$ cat src/rtl/jk_reg_counter_if.sv
// Purpose: groups the mode/data inputs and state/status outputs of
// jk_reg_counter so a driver and the counter share one bundle.
//   master : enable, mode, j, k, d out; q, qbar, tc, wrap, load_err in
//   slave  : the reverse view, used by the counter itself
interface jk_reg_counter_if #(
  parameter int unsigned WIDTH = 8
);
  logic             enable;
  logic [1:0]       mode;
  logic [WIDTH-1:0] j;
  logic [WIDTH-1:0] k;
  logic [WIDTH-1:0] d;
  logic [WIDTH-1:0] q;
  logic [WIDTH-1:0] qbar;
  logic             tc;
  logic             wrap;
  logic             load_err;

  modport master (
    output enable, mode, j, k, d,
    input  q, qbar, tc, wrap, load_err
  );

  modport slave (
    input  enable, mode, j, k, d,
    output q, qbar, tc, wrap, load_err
  );
endinterface

$ cat src/rtl/jk_reg_counter.sv
// Purpose: WIDTH-bit bank of JK flip-flops with modulo-MOD up/down counting
// and clamped parallel load.
//   clock : rising-edge clock
//   clear : synchronous active-high reset to RESET_VAL
//   bus   : slave view of jk_reg_counter_if
//           enable/mode/j/k/d in; q (registered), qbar and tc (combinational),
//           wrap and load_err (registered one-cycle pulses) out
module jk_reg_counter #(
  parameter int unsigned     WIDTH     = 8,
  parameter longint unsigned MOD       = 64'd1 << WIDTH,
  parameter longint unsigned RESET_VAL = 64'd0
) (
  input  logic              clock,
  input  logic              clear,
  jk_reg_counter_if.slave   bus
);

  // One spare bit so MOD itself (up to 2**WIDTH) is representable.
  localparam int unsigned W1 = WIDTH + 1;
  localparam logic [W1-1:0] MOD_W    = W1'(MOD);
  localparam logic [W1-1:0] MOD_M1_W = W1'(MOD - 64'd1);
  localparam logic [WIDTH-1:0] MOD_M1  = WIDTH'(MOD - 64'd1);
  localparam logic [WIDTH-1:0] RST_VAL = WIDTH'(RESET_VAL);

  typedef enum logic [1:0] {
    MODE_JK   = 2'b00,
    MODE_UP   = 2'b01,
    MODE_DOWN = 2'b10,
    MODE_LOAD = 2'b11
  } mode_e;

  logic [WIDTH-1:0] q_q, q_d;
  logic             wrap_q, wrap_d;
  logic             load_err_q, load_err_d;
  logic [W1-1:0]    q_ext, d_ext;
  logic             at_top, at_zero;
  mode_e            mode;

  assign mode    = mode_e'(bus.mode);
  assign q_ext   = {1'b0, q_q};
  assign d_ext   = {1'b0, bus.d};
  // Out-of-range values left by JK writes count as "at top" for up mode.
  assign at_top  = (q_ext >= MOD_M1_W);
  assign at_zero = (q_q == '0);

  // Next-state and pulse generation.
  always_comb begin
    q_d        = q_q;
    wrap_d     = 1'b0;
    load_err_d = 1'b0;
    if (bus.enable) begin
      unique case (mode)
        MODE_JK: begin
          // Characteristic equation q+ = j&~q | ~k&q, applied bitwise.
          q_d = (bus.j & ~q_q) | (~bus.k & q_q);
        end
        MODE_UP: begin
          if (at_top) begin
            q_d    = '0;
            wrap_d = 1'b1;
          end else begin
            q_d = WIDTH'(q_ext + W1'(1));
          end
        end
        MODE_DOWN: begin
          if (at_zero) begin
            q_d    = MOD_M1;
            wrap_d = 1'b1;
          end else begin
            q_d = WIDTH'(q_ext - W1'(1));
          end
        end
        MODE_LOAD: begin
          if (d_ext < MOD_W) begin
            q_d = bus.d;
          end else begin
            q_d        = MOD_M1;
            load_err_d = 1'b1;
          end
        end
        default: q_d = q_q;
      endcase
    end
  end

  // State register with synchronous clear.
  always_ff @(posedge clock) begin
    if (clear) begin
      q_q        <= RST_VAL;
      wrap_q     <= 1'b0;
      load_err_q <= 1'b0;
    end else begin
      q_q        <= q_d;
      wrap_q     <= wrap_d;
      load_err_q <= load_err_d;
    end
  end

  assign bus.q        = q_q;
  assign bus.qbar     = ~q_q;
  assign bus.wrap     = wrap_q;
  assign bus.load_err = load_err_q;
  // tc predicts a wrap on the next edge.
  assign bus.tc = bus.enable & (((mode == MODE_UP) & at_top) |
                                ((mode == MODE_DOWN) & at_zero));

endmodule
$ cat src/flat_wrapper.sv
// flat-port wrapper written by rule: the top's interface ports become plain ports
module jk_reg_counter_flat 
#(
  parameter int unsigned     WIDTH     = 8,
  parameter longint unsigned MOD       = 64'd1 << WIDTH,
  parameter longint unsigned RESET_VAL = 64'd0
)
  (clock, clear, bus_enable, bus_mode, bus_j, bus_k, bus_d, bus_q, bus_qbar, bus_tc, bus_wrap, bus_load_err);
  jk_reg_counter_if #(.WIDTH(WIDTH)) bus_i ();
  input  logic clock;
  input  logic clear;
  input wire logic [$bits(bus_i.enable)-1:0] bus_enable;
  input wire logic [$bits(bus_i.mode)-1:0] bus_mode;
  input wire logic [$bits(bus_i.j)-1:0] bus_j;
  input wire logic [$bits(bus_i.k)-1:0] bus_k;
  input wire logic [$bits(bus_i.d)-1:0] bus_d;
  output wire logic [$bits(bus_i.q)-1:0] bus_q;
  output wire logic [$bits(bus_i.qbar)-1:0] bus_qbar;
  output wire logic [$bits(bus_i.tc)-1:0] bus_tc;
  output wire logic [$bits(bus_i.wrap)-1:0] bus_wrap;
  output wire logic [$bits(bus_i.load_err)-1:0] bus_load_err;
  assign bus_i.enable = bus_enable;
  assign bus_i.mode = bus_mode;
  assign bus_i.j = bus_j;
  assign bus_i.k = bus_k;
  assign bus_i.d = bus_d;
  assign bus_q = bus_i.q;
  assign bus_qbar = bus_i.qbar;
  assign bus_tc = bus_i.tc;
  assign bus_wrap = bus_i.wrap;
  assign bus_load_err = bus_i.load_err;
  jk_reg_counter #(.WIDTH(WIDTH), .MOD(MOD), .RESET_VAL(RESET_VAL)) u_core (.clock(clock), .clear(clear), .bus(bus_i));
endmodule
$ cat config.mk
export PLATFORM = sky130hd
export DESIGN_NAME = jk_reg_counter_flat
export DESIGN_NICKNAME = d
export VERILOG_FILES = /design/src/rtl/jk_reg_counter_if.sv /design/src/rtl/jk_reg_counter.sv /design/src/flat_wrapper.sv
export SDC_FILE = /design/constraint.sdc
export NUM_CORES = 1
export LEC_CHECK = 0
export BUFFER_PORTS_ARGS = -buffer_cell sky130_fd_sc_hd__buf_2
export CAP_MARGIN = 20
export CORE_ASPECT_RATIO = 1.25
export CORE_MARGIN = 2
export CORE_UTILIZATION = 43
export CTS_BUF_LIST = sky130_fd_sc_hd__clkbuf_8 sky130_fd_sc_hd__clkbuf_16
export DETAILED_ROUTE_END_ITERATION = 16
export PLACE_DENSITY = 0.87
export SYNTH_ARGS = -nofsm -noshare
export SYNTH_HDL_FRONTEND = slang
export SYNTH_SLANG_ARGS = --single-unit
$ cat constraint.sdc
create_clock -name clock -period 1.7 [get_ports clock]
set_input_delay 0.17 -clock clock [delete_from_list [all_inputs] [get_ports clock]]
set_output_delay 0.17 -clock clock [all_outputs]
set_load 0.02 [all_outputs]
Word-level counts from Yosys, hierarchy flattened --
Cells that the tools add are included.
Storage, ports and cells: memories 0, register bits after elaboration 10, bits in writable memories 0, input bits 29, logic and storage cells 33, ROM bits 0, bits in latches 0, output and inout port bits 19
Operators by class: shift-type cells 0, $lt $le $gt $ge 2, muxes and demuxes 8, multiply operators 0, reductions and logical operators 4, eq/ne operators 3, divide/modulo/power cells 0, bitwise gates (word level) 11, $add $sub $neg 2
Operators with widths (count):
- case mux 8 bit (4 select lines) | 1
- two-way mux 8 bit | 3
- bitwise AND 8 bit | 2
- NOT 8 bit | 2
- < comparator 8 x 9 -> 1 bit, second input constant | 1
- adder 8 x 1 -> 8 bit, second input constant | 1
- >= comparator 8 bit, second input constant | 1
- zero test 8 bit | 1
- OR 8 bit | 1
- subtractor 8 x 1 -> 8 bit, second input constant | 1
- == test 2 bit, second input constant | 2
- bitwise AND 1 bit | 3
- two-way mux 1 bit | 3
- OR reduction 3 bit | 1
- == test 2 x 1 -> 1 bit, second input constant | 1
- zero test 2 bit | 1
- NOT 1 bit | 2
- case mux 1 bit (2 select lines) | 1
- OR reduction 2 bit | 1
- OR 1 bit | 1

Longest topological paths before layout --
Gate-level depths: netlist of run 1.
depth after elaboration 4, depth in mapped cells 7, gate-level depth less buffers 6

Worst setup path before layout of run 1 --
OpenSTA, ideal clock, no wires.
path type register to register, from register u_core.q_q[0], in the netlist u_core.bus.q[0], to register u_core.wrap_q, in the netlist u_core.bus.wrap, stages on the path, launching flop included 8, path buffers 1, library setup time 60 ps, data required time 1640 ps, arrival time 2098 ps, path slack -458 ps, period minus slack after synthesis 2158 ps, cells stage by stage dfxtp_1 clkbuf_2 inv_1 ha_1 or3b_1 nor4_4 o21a_1 and3b_1
On the way: longest elaborated chain between the ends 3, elaborated cells on any way between the ends 5, those cells by class 1 x order compare; 3 x mux; 1 x reduce/logical
RTL lines:
- from (decl) | line jk_reg_counter.sv:32 | logic [WIDTH-1:0] q_q, q_d;
- from (signal assigned) | line jk_reg_counter.sv:93 | q_q <= q_d;
- >= comparator 8 bit or zero test 8 bit (tied branches) | line jk_reg_counter.sv:43, jk_reg_counter.sv:44
- two-way mux 1 bit (on tied branches) | line jk_reg_counter.sv:58, jk_reg_counter.sv:66
- case mux 1 bit (2 select lines) (*) | line jk_reg_counter.sv:52 | unique case (mode)
- to (signal assigned) | line jk_reg_counter.sv:94 | wrap_q <= wrap_d;
- to (decl) | line jk_reg_counter.sv:33 | logic wrap_q, wrap_d;
Every way passes the cells marked *; elsewhere a longest branch is shown, timed or not. A chain may end at the register's enable or synchronous reset.

Worst setup path in the final report of run 1 --
from register u_core.q_q[0], in the netlist u_core.bus.q[0], to output bus_tc
On the way: longest elaborated chain between the ends 4, elaborated cells on any way between the ends 6, those cells by class 1 x order compare; 4 x bitwise; 1 x reduce/logical
RTL lines:
- >= comparator 8 bit or zero test 8 bit (tied branches) | line jk_reg_counter.sv:43, jk_reg_counter.sv:44
- bitwise AND 1 bit (on tied branches) | line jk_reg_counter.sv:104, jk_reg_counter.sv:105
- OR 1 bit (*) | line jk_reg_counter.sv:104 | assign bus.tc = bus.enable & (((mode == MODE_UP) & at_top) |
- bitwise AND 1 bit (*) | line jk_reg_counter.sv:104
- to (decl) | line flat_wrapper.sv:19 | output wire logic [$bits(bus_i.tc)-1:0] bus_tc;
Marks and branches as above.

==> run metrics, run 1 <==
Mapped Cells ~140; post-synth cell types 53; Clock Tree Buf Depth 2; final-layout fill cell count 193; Final WS setup -0.170 ns; Clock Latency Late Sink 0.24 ns; router iterations before antenna repair 4; Pint a little over 600 uW; Clk pwr share 25.8%; CP max FO 5; number of inserted diodes 0; Slew Limit Fails 0; failing checks setup timing; Hold WS 0.230 ns; first-pass GRT wire length 6380 um; predominant post-synthesis flop cell dfxtp_1; all-layer global routing usage 28.0%; RSZ-0062 raised after global routing yes; Reg clk slew, reported paths 0.05 ns; outcome finished with violations; initial antenna violation count 0; main area contributors after synthesis dfxtp_1 16%, ha_1 8.0%, inv_1 4.8%; Async SR Flop Fraction 0%; WL met2 roughly 2200 um; Initial Util 45.2%; Top Layer Used met4; wire per inst 18.1 um; Clock Skew 0.000807 ns; Synth Register Bits 9; HP Class in2reg; Rows 20; Worst EP arrival 1.70 ns; cell with the most instances after synthesis inv_1; Layout Nets 239; WL final roughly 4300 um; clock sink count 9; area delta synth->final 44.9%; Logic pwr share 49.5%; max cap viols 0; vias in the first global route roughly 1.4k; Post-Syn Area per Cell 7.66 sq um; Design Power about 1.0 mW; gpl congestion 1.02; number of synthesized flops with an enable pin 0; Max IR drop VDD 0.000511 V; CTS tree done; CTS buffer count 3; Final min period 1.87 ns; top-area cell type share of the netlist area 16.4%; switch share approximately two fifths; Final period util 110%; Worst Setup Start Kind flip-flop; half-perimeter wire length after placement 2700 um; Crit. End Element primary output; multi-input combinational cell area about 830 sq um; FF/Latch Area between 150 and 200 sq um; sequential share of power 24.7%; post-synth top area cell dfxtp_1; total gr overflow 0; die width 49.2 um; critical path class reg2out; Leakage about 0.7 nW; Boundary Pins 48; layout cells sized above 1 47.5%; DRC violations left 0; CTS H-Tree Depth 1; Root Driver clkbuf_8; Vias/cell 6.33; Post-synth top cells 14 x inv_1, 10 x o21ai_0, 9 x dfxtp_1; Synth Warn # 0; pin count of the biggest net entering global routing 15; Mapped Area 1100 sq um; sequential share of the synthesized area 16.4%; wire length on met3 356 um; routed via count 1488; DP Cell Count roughly 230; Final Hold Viols 0; fmax 535 MHz; Mapped Nets 179; Die ar. 2970 sq um; number of nets with antenna violations after routing 0; Crit path required time 1.53 ns; net switching power 412 uW; Cell Pwr Density 643 nW/um^2; CORE AREA roughly 2400 sq um; post-route insts no fill between 200 and 250; # setup viols final 6; M1 wire length 1470 um; initial drt markers 89; IO buf count 46; Die Y 60.4 um
-- what timing repair did --
action	in CTS	in global routing
hold buffers	0	0
gates cloned	0	0
endpoints found under the setup margin	2	8
resized for setup	7	7
pin swaps	3	7
buffers inserted	6	1
-- per-stage QoR --
stage / worst slack, ns / cell area [sq um] / util [%] / setup TNS, ns
after global placement: 0.0103 / 1440 / 59.4 / 0
final: -0.170 / 1590 / 65.4 / -0.318
after detailed placement: -0.0138 / 1440 / 59.4 / -0.0265
after CTS: -0.189 / 1560 / 64.1 / -0.253
after global routing: -0.230 / 1590 / 65.4 / -0.800
after floorplan: -0.109 / 1140 / - / -0.364
-- registers in the layout, indices dropped and copies added (netlist names) --
signal,cells
u_core.bus.q,8
u_core.bus.wrap,1
-- final cells by class --
cell class                      instances  share of cell area [%]
Sequential cell                         9                    11.8
Multi-Input combinational cell        105                    52.6
Clock inverter                          1                   0.236
Tap cell                               33                    2.60
Inverter                               14                    3.70
Timing Repair Buffer                   70                    26.5
Clock buffer                            3                    2.60
-- worst max-delay path: stages, from the launching register on --
cell and delay (ns):
dfxtp_4 0.36, buf_4 0.14, ha_1 0.30, buf_4 0.18, nand4_1 0.09, nor2_1 0.12
o21a_2 0.17, buf_6 0.11
-- power by group through the flow --
stage / sequential (mW) / clock (mW) / combinational (mW)
after global routing: 0.254 / 0.273 / 0.539
after floorplan: 0.268 / 0 / 0.296
after CTS: 0.250 / 0.257 / 0.465
after global placement: 0.258 / 0 / 0.421
final: 0.252 / 0.264 / 0.505
after detailed placement: 0.259 / 0 / 0.429
-- layout by cell type (no fill, tap or decap), drive strengths merged, types with 2 or more instances in the layout --
cell type,instances
a21oi,8
a221oi,7
a31o,3
a31oi,2
a32o,2
and2,3
and3,3
buf,70
clkbuf,3
dfxtp,9
ha,7
inv,14
nand2,3
nand2b,4
nand3,6
nand4,2
nor2,6
nor3,2
nor4,3
o211ai,2
o21ai,11
o21bai,2
o311ai,2
o31a,2
or3,3
xnor2,4
xor2,2
-- metal layers --
layer	up-vias	GRT usage, %
met1	706	30.0
met2	101	50.8
met5	-	0
met3	34	4.93
met4	0	19.6
li1	647	-
-- final timing paths --
kind                           startpoint                      endpoint  slack, ns  cells past startpoint
max          u_core.bus.q[0]$_SDFFE_PP0P_                        bus_tc      -0.17                      7
min                              bus_k[0]  u_core.bus.q[0]$_SDFFE_PP0P_       0.23                      3
max reg2reg  u_core.bus.q[0]$_SDFFE_PP0P_  u_core.bus.q[6]$_SDFFE_PP0P_      -0.04                      7
min reg2reg  u_core.bus.q[1]$_SDFFE_PP0P_  u_core.bus.q[1]$_SDFFE_PP0P_       0.64                      3
-- kinds of logic after synthesis --
group,Yosys count,synth area share (%)
compound gates,50,33.3
simple gates,40,23.1
buf+inv,29,13.1
flops,9,16.4
fa+ha+maj,7,7.99
xor+xnor,6,4.79
other cells,1,0.342
mux,1,0.913
No activity file was read; power rests on OpenSTA's default activity.
==> inputs of run 2 (changes only) <==
--- a/config.mk
+++ b/config.mk
@@ -7,9 +7,11 @@
 export LEC_CHECK = 0
 export BUFFER_PORTS_ARGS = -buffer_cell sky130_fd_sc_hd__buf_2
 export CAP_MARGIN = 20
+export CELL_PAD_IN_SITES_DETAIL_PLACEMENT = 1
+export CELL_PAD_IN_SITES_GLOBAL_PLACEMENT = 1
 export CORE_ASPECT_RATIO = 1.25
 export CORE_MARGIN = 2
-export CORE_UTILIZATION = 43
+export CORE_UTILIZATION = 30
 export CTS_BUF_LIST = sky130_fd_sc_hd__clkbuf_8 sky130_fd_sc_hd__clkbuf_16
 export DETAILED_ROUTE_END_ITERATION = 16
 export PLACE_DENSITY = 0.87
==> run 2 against run 1 <==
Compared with the run above: the run still ends with setup timing left; sequential share of layout area shrank 0.35 points; clock skew grew 0.0060 ns; sequential power is essentially flat; worst hold slack lost 0.017 ns; count of clock-buffer cells in the layout is the same; register-to-register slack is essentially flat; total power grew 4.6%; non-clock buffer count grew 6; first-iteration DRC count shrank 30%; via count shrank 0.67%; critical endpoint unchanged; largest power group unchanged.
==> run metrics, run 2 (synthesis results as in run 1) <==
outcome finished with violations; failing checks setup timing; number of inserted diodes 0 (unchanged); Clock Skew 0.00682 ns (+0.00601 ns); Slew Limit Fails 0 (unchanged); Rows 24 (+20%); gr busiest metal met2; depth of the most critical reg-to-reg path 7 (unchanged); Root Driver clkbuf_8; gpl congestion 0.869 (-15%); half-perimeter wire length after placement 3410 um (+26%); GR Util met3 4.51% (-0.41 points); DRC violations left 0 (unchanged); pin count of the biggest net entering global routing 15 (unchanged); RSZ-0062 raised after global routing yes; Hold WS 0.213 ns (-0.0167 ns); WL final 4950 um (+16%); Worst Setup SP u_core.bus.q[0]$_SDFFE_PP0P_; CTS buffer count 3 (unchanged); GR met1 Demand/Resource 28.1% (-1.9 points); wire per inst 20.0 um (+10%); vias in the first global route 1612 (+19%); Worst EP arrival 1.70 ns (about the same); first-pass GRT wire length 7970 um (+25%); all-layer global routing usage 24.8% (-3.2 points); most frequent cells in the layout 45 x buf_2, 29 x buf_4, 12 x inv_1; number of nets with antenna violations after routing 0 (unchanged); Design Power 1.07 mW (+4.6%); CP max FO 2 (-3); # setup viols final 5 (-1); Final WS setup -0.166 ns (+0.00374 ns); Final period util 110% (-0.22 points); CORE AREA 3480 sq um (+44%); HP Class in2reg; CTS H-Tree Depth 1 (unchanged); r2r endpoint u_core.bus.q[4]$_SDFFE_PP0P_; Cell Pwr Density 648 nW/um^2 (+0.86%); Max IR drop VDD 0.000425 V (-17%); GRT met2 Usage 43.9% (-6.8 points); total gr overflow 0 (unchanged); Worst Setup Start Kind flip-flop; Die ar. 4160 sq um (+40%); number of flip-flops in the largest register 8 (unchanged); Clock Tree Buf Depth 2 (unchanged); area delta synth->final 50.2%; layout cells sized above 1 50.0% (+2.5 points); critical path class reg2out; Crit. End Element primary output; initial antenna violation count 0 (unchanged); IO buf count 46 (unchanged); Leakage 0.727 nW (+3.5%); Die Y 71.6 um (+18%); Clock Latency Late Sink 0.25 ns (about the same); clock sink count 9 (unchanged); CTS tree done; most common cell after layout, fill and taps aside buf_2; Util after Layout 47.3% (-18 points); Final Hold Viols 0 (unchanged); critical path endpoint bus_tc; Layout Nets 245 (+2.5%); Vias/cell 5.98 (-5.5%); die width 58.1 um (+18%); final-layout fill cell count 451 (+130%); Boundary Pins 48 (unchanged); Final min period 1.87 ns (-0.00374 ns); fmax 536 MHz (+0.20%); register-to-register setup slack -0.04 ns (about the same); Reg clk slew, reported paths 0.06 ns (about the same); router iterations before antenna repair 4 (unchanged); max cap viols 0 (unchanged); placed instance area 1470 sq um (+2.1%); routed via count 1478 (-0.67%); Crit path required time 1.53 ns (about the same); reg2reg start u_core.bus.q[0]$_SDFFE_PP0P_; initial drt markers 62 (-30%); Final Instance Area 1650 sq um (+3.7%); Initial Util 31.5% (-14 points)
-- run 2: worst min-delay path by stage --
stage / startpoint / endpoint / cells after the start
final: bus_k[2] / u_core.bus.q[2]$_SDFFE_PP0P_ / 3
after global routing: bus_k[2] / u_core.bus.q[2]$_SDFFE_PP0P_ / 3
after CTS: bus_k[2] / u_core.bus.q[2]$_SDFFE_PP0P_ / 3
after detailed placement: bus_k[4] / u_core.bus.q[4]$_SDFFE_PP0P_ / 3
after global placement: bus_k[4] / u_core.bus.q[4]$_SDFFE_PP0P_ / 3
after floorplan: clear / u_core.bus.q[5]$_SDFFE_PP0P_ / 3
-- run 2: repair_timing --
| action | CTS | global route |
|---|---|---|
| endpoints found under the setup margin | 2 | 9 |
| pin swaps | 4 | 5 |
| resized for setup | 7 | 9 |
| setup buffers | 7 | 3 |
| hold buffers | 0 | 0 |
| gates cloned | 0 | 0 |
-- run 2: stage by stage --
stage	TNS [ns]	cells	worst slack [ns]
after detailed placement	-0.0812	234	-0.0597
after floorplan	-0.364	143	-0.109
after global routing	-0.604	247	-0.196
after global placement	0	234	0.0576
after CTS	-0.349	245	-0.212
final	-0.268	247	-0.166
-- run 2: power breakdown --
group          internal, mW  switching [mW]  leakage, nW
clock network         0.162           0.121       0.0255
registers             0.229          0.0208       0.0756
logic                 0.231           0.304        0.626
-- run 2: critical path, stage by stage (launching register included) --
cell,delay [ns]
dfxtp_4,0.35
clkinvlp_4,0.08
ha_4,0.12
or3b_4,0.40
nor4_4,0.18
o21a_2,0.18
buf_6,0.12
-- run 2: cell type report --
type / count / area, sq um / area share, %
Multi-Input combinational cell: 105 / 838 / 50.9
Timing Repair Buffer: 76 / 465 / 28.3
Sequential cell: 9 / 189 / 11.5
Inverter: 14 / 58.8 / 3.57
Tap cell: 39 / 48.8 / 2.96
Clock buffer: 3 / 41.3 / 2.51
Clock inverter: 1 / 5.00 / 0.304
-- run 2: routing by layer --
metal / vias to the layer above / wire length (um)
li1: 657 / -
met1: 717 / 1810
met2: 78 / 2590
met3: 26 / 300
met4: 0 / 245
met5: - / 0
